`config.mk`:
```
export PLATFORM = sky130hd
export DESIGN_NAME = cascaded_updown_counter
export DESIGN_NICKNAME = d
export VERILOG_FILES = /design/src/rtl/counter_pkg.sv /design/src/rtl/updown_digit.sv /design/src/rtl/cascaded_updown_counter.sv
export SDC_FILE = /design/constraint.sdc
export NUM_CORES = 1
export LEC_CHECK = 0
export CORE_MARGIN = 8
export CORE_UTILIZATION = 50
export CTS_BUF_LIST = sky130_fd_sc_hd__clkbuf_8
export DETAILED_ROUTE_END_ITERATION = 6
export HOLD_SLACK_MARGIN = 0.08
export PLACE_DENSITY = 0.9
export SKIP_LAST_GASP = 1
export SYNTH_ARGS = -nofsm -noshare
export SYNTH_HDL_FRONTEND = slang
export SYNTH_HIERARCHICAL = 1
export SYNTH_SLANG_ARGS = --single-unit
```
`constraint.sdc`:
```
create_clock -name clk -period 2.9 [get_ports clk]
set_input_delay 0.435 -clock clk [delete_from_list [all_inputs] [get_ports clk]]
set_output_delay 0.435 -clock clk [all_outputs]
set_load 0.02 [all_outputs]
```
`src/rtl/counter_pkg.sv`:
```
// Shared constants and helpers for the cascaded up/down counter family.
package counter_pkg;

  localparam logic DIR_UP   = 1'b1;
  localparam logic DIR_DOWN = 1'b0;

  localparam int MODE_WRAP = 0;
  localparam int MODE_SAT  = 1;

  // Bits needed to hold one modulo-radix digit.
  function automatic int digit_width(input int radix);
    return $clog2(radix);
  endfunction

endpackage

```
`src/rtl/updown_digit.sv`:
```
// One modulo-RADIX digit with parallel load (clamped) and single-step up/down.
module updown_digit
  import counter_pkg::*;
#(
  parameter int RADIX = 10,
  parameter int DW    = digit_width(RADIX)
) (
  input  logic          clk,
  input  logic          reset,
  input  logic          step,
  input  logic          up,
  input  logic          load,
  input  logic [DW-1:0] load_digit,
  output logic [DW-1:0] value,
  output logic          at_max,
  output logic          at_zero
);

  localparam logic [DW-1:0] MAX = DW'(RADIX - 1);

  logic [DW-1:0] value_reg, value_next;

  assign value   = value_reg;
  assign at_max  = (value_reg == MAX);
  assign at_zero = (value_reg == '0);

  always_comb begin
    value_next = value_reg;
    if (load) begin
      // Out-of-range load digits clamp so the digit never exceeds RADIX-1.
      value_next = (load_digit > MAX) ? MAX : load_digit;
    end else if (step) begin
      if (up == DIR_UP) value_next = at_max  ? '0  : value_reg + DW'(1);
      else              value_next = at_zero ? MAX : value_reg - DW'(1);
    end
  end

  always_ff @(posedge clk) begin
    if (reset) value_reg <= '0;
    else       value_reg <= value_next;
  end

endmodule

```
`src/rtl/cascaded_updown_counter.sv`:
```
// DIGITS cascaded modulo-RADIX digits with single-cycle carry/borrow lookahead,
// load, enable, wrap/saturate mode, combinational tc and registered ovf pulse.
module cascaded_updown_counter
  import counter_pkg::*;
#(
  parameter int DIGITS   = 4,
  parameter int RADIX    = 10,
  parameter int SATURATE = MODE_WRAP,
  localparam int DW      = digit_width(RADIX)
) (
  input  logic                 clk,
  input  logic                 reset,
  input  logic                 en,
  input  logic                 up,
  input  logic                 load,
  input  logic [DIGITS*DW-1:0] load_val,
  output logic [DIGITS*DW-1:0] count,
  output logic                 tc,
  output logic                 ovf
);

  logic [DIGITS-1:0] at_max, at_zero, chain, digit_step;
  logic              boundary, hold, ovf_reg;

  assign boundary = (up == DIR_UP) ? (&at_max) : (&at_zero);
  assign hold     = (SATURATE == MODE_SAT) && boundary;
  assign tc       = boundary;
  assign ovf      = ovf_reg;

  genvar gi;
  generate
    for (gi = 0; gi < DIGITS; gi++) begin : g_digit
      // AND-prefix of lower-digit terminal states: all carries resolve this cycle.
      if (gi == 0) begin : g_first
        assign chain[gi] = en;
      end else begin : g_rest
        assign chain[gi] = chain[gi-1] &
                           ((up == DIR_UP) ? at_max[gi-1] : at_zero[gi-1]);
      end

      assign digit_step[gi] = chain[gi] & ~hold;

      updown_digit #(
        .RADIX (RADIX),
        .DW    (DW)
      ) u_digit (
        .clk        (clk),
        .reset      (reset),
        .step       (digit_step[gi]),
        .up         (up),
        .load       (load),
        .load_digit (load_val[gi*DW +: DW]),
        .value      (count[gi*DW +: DW]),
        .at_max     (at_max[gi]),
        .at_zero    (at_zero[gi])
      );
    end
  endgenerate

  always_ff @(posedge clk) begin
    if (reset)     ovf_reg <= 1'b0;
    else if (load) ovf_reg <= 1'b0;
    else           ovf_reg <= en & boundary;
  end

endmodule

```
==> results_dict.tcl <==
set metrics [dict create \
    postLayoutCellArea_um2 1970 \
    post_dp_cell_area_um2 1920 \
    grt_pass1_vias 1483 \
    grtUsageTotal_pct 14.8 \
    crit_buf_inv 1 \
    preCtsSetupSlack_ns 0.345 \
    critPathKind "reg -> out" \
    vias_per_cell 5.72 \
    power_leakage_nw 0.660 \
    hold_slack_ns 0.638 \
    synth_cell_types 31 \
    cts_setup_buffers 0 \
    crit_path_start_kind "flop" \
    async_flop_share_pct 0 \
    vias 1589 \
    maxCapViolations 0 \
    largest_register_ffs 16 \
    hpwl_um 2770 \
    critPathSlowestCell "clkdlybuf4s50_1" \
    avgSynthCellArea_um2 8.03 \
    worst_slew_pin_slew_ns 0.773 \
    grt_pass1_wl_um 6530 \
    io_buffer_count 38 \
    root_buffer "clkbuf_8" \
    hold_viol 0 \
    wl_um 3780 \
    cts_resized 0 \
    die_y_um 72.7 \
    crit_arrival_ns 2.34 \
    cp-end-kind "output pin" \
    drt_iter0_drc 258 \
    final_net_count 256 \
    n_antenna_cell 0 \
    rsz0062_at_grt "false" \
    switching_share_pct 33.3 \
    cp.required_ns 2.47 \
    fin_crit_ns 2.77 \
    skew_ns 0.00216 \
    netlist_instances 200 \
    setup_ws_ns 0.129 \
    slew_viol_final 0 \
    fmax_ghz 0.361 \
    relSlewSlack_pct 48.3 \
    final_core_util_pct 64.4 \
    crit_fanout 11 \
    antenna_found_initial 0 \
    seqPwrFrac_pct 40.5 \
    rows 20 \
    pwr-share-comb_pct 34.2 \
    min_path_type "reg -> reg" \
    p_per_area_nw_per_um2 356 \
    status "complete, no violations" \
    yosysSeqAreaShare_pct 21.2 \
    power_switching_mw 0.233 \
    tritoncts "yes" \
    cp_cell_sequence "nor4_1 -> nor2b_1 -> nand4_1 -> nand2_1 -> clkdlybuf4s50_1" \
    wl_per_cell_um 13.6 \
    ir_drop_mv 0.251 \
    cpLargestDelayFamily "simple AND/OR/NAND/NOR gates" \
    intPower_mw 0.467 \
    cts_hold_buf 0 \
    numCtsBuffers 3 \
    dieWidth_um 72.7 \
    drc 0 \
    cp_slowest_stage_delay_ns 0.61 \
    synthFlopType "dfxtp_1" \
    h-tree-depth 1 \
    clk_pin_slew_ns 0.07 \
    grt_max_degree 42 \
    area_delta_synth_final_pct 22.4 \
    ant_nets 0 \
    core-area_um2 3050 \
    tns_ns 0 \
    dieArea_um2 5280 \
    clockBufferDepth 2 \
    synth.cell_area_um2 1610 \
    ys_warn_count 6 \
    gp_congestion 0.861 \
    floorplan.initialDensity_pct 52.6 \
    worstSkewPairLatency_ns 0.25 \
    setup_viol_count_final 0 \
    post-route-period-util_pct 95.5 \
    drive_above_1_share_pct 8.55 \
    overflow 0 \
    cts.sinks 17 \
    ys_seq_elements 17 \
    power_frac_clock_pct 25.4 \
    ios 39 \
    synth_edf_count 0 \
    dr.pass1.iters 4 \
    syn-num-nets 221 \
]
-- cells in the mapped netlist (all sizes together), types with 8 or more instances --
library cell | count | area, µm²
buf | 16 | 180
nand3 | 13 | 65.1
xor2 | 8 | 70.1
a21oi | 17 | 88.8
nand2b | 9 | 56.3
nor4 | 8 | 75.1
dfxtp | 17 | 340
nor3b | 13 | 97.6
o21ai | 16 | 80.1
nor3 | 8 | 40.0
inv | 8 | 30.0
nor2 | 17 | 63.8
-- cell families (layout without fill, tap and decap cells) --
kind of cell / Yosys count / in the layout / synth area share (%)
mux: 1 / 1 / 0.624
compound gates: 55 / 55 / 22.1
flops: 17 / 17 / 21.2
buf+inv: 24 / 58 / 13.1
simple gates: 91 / 91 / 36.4
xor+xnor: 12 / 12 / 6.55
-- placed cells by master (no fill, tap or decap), types with 8 or more instances in the layout --
cell	n
a21oi_1	16
buf_4	8
clkdlybuf4s50_1	38
dfxtp_1	17
inv_1	9
nand2b_1	9
nand3_1	13
nor2_1	17
nor3_1	8
nor3b_1	13
o21ai_0	16
xor2_1	8
-- worst min-delay path: cells and delay by family, from the launching register on --
family | cells | cell delay (ns)
DFF | 1 | 0.38
AOI/OAI and AO/OA | 1 | 0.10
and+or+nand+nor | 1 | 0.09
-- per-stage QoR --
stage                     instances  total power [mW]
after CTS                       278             0.704
after detailed placement        274             0.527
after global placement          274             0.522
final                           278             0.700
after global routing            278             0.742
after floorplan                 200             0.446
-- layout make-up --
cell class / instances / area [µm²]
Fill cell: 282 / 1090
Tap cell: 44 / 55.1
Clock buffer: 3 / 41.3
Clock inverter: 1 / 3.75
Timing Repair Buffer: 46 / 440
Multi-Input combinational cell: 159 / 1050
Sequential cell: 17 / 340
Inverter: 8 / 30.0
-- metal layers --
metal  vias up  track usage, %  routed length (µm)
met2        43            24.7                1770
met4         0            2.67                  16
met5         -               0                   0
met1       740            18.4                1750
li1        804               -                   -
met3         2            4.26                 243
-- power by group through the flow --
stage	combinational, mW	clock, mW	sequential (mW)
after floorplan	0.155	0	0.291
after global placement	0.235	0	0.288
after global routing	0.263	0.191	0.287
after CTS	0.240	0.181	0.283
after detailed placement	0.239	0	0.288
final	0.239	0.178	0.283
-- final timing paths --
| kind | start | end | cells after the start | slack (ns) |
|---|---|---|---|---|
| hold / removal | g_digit[3].u_digit/value[3] | g_digit[3].u_digit/value[3] | 2 | 0.64 |
| setup / recovery | g_digit[0].u_digit/value[0] | tc | 5 | 0.13 |
| setup reg to reg | g_digit[0].u_digit/value[0] | g_digit[3].u_digit/value[0] | 8 | 0.51 |
| hold reg to reg | g_digit[3].u_digit/value[3] | g_digit[3].u_digit/value[3] | 2 | 0.64 |
Power figures use the tool's default switching activity.
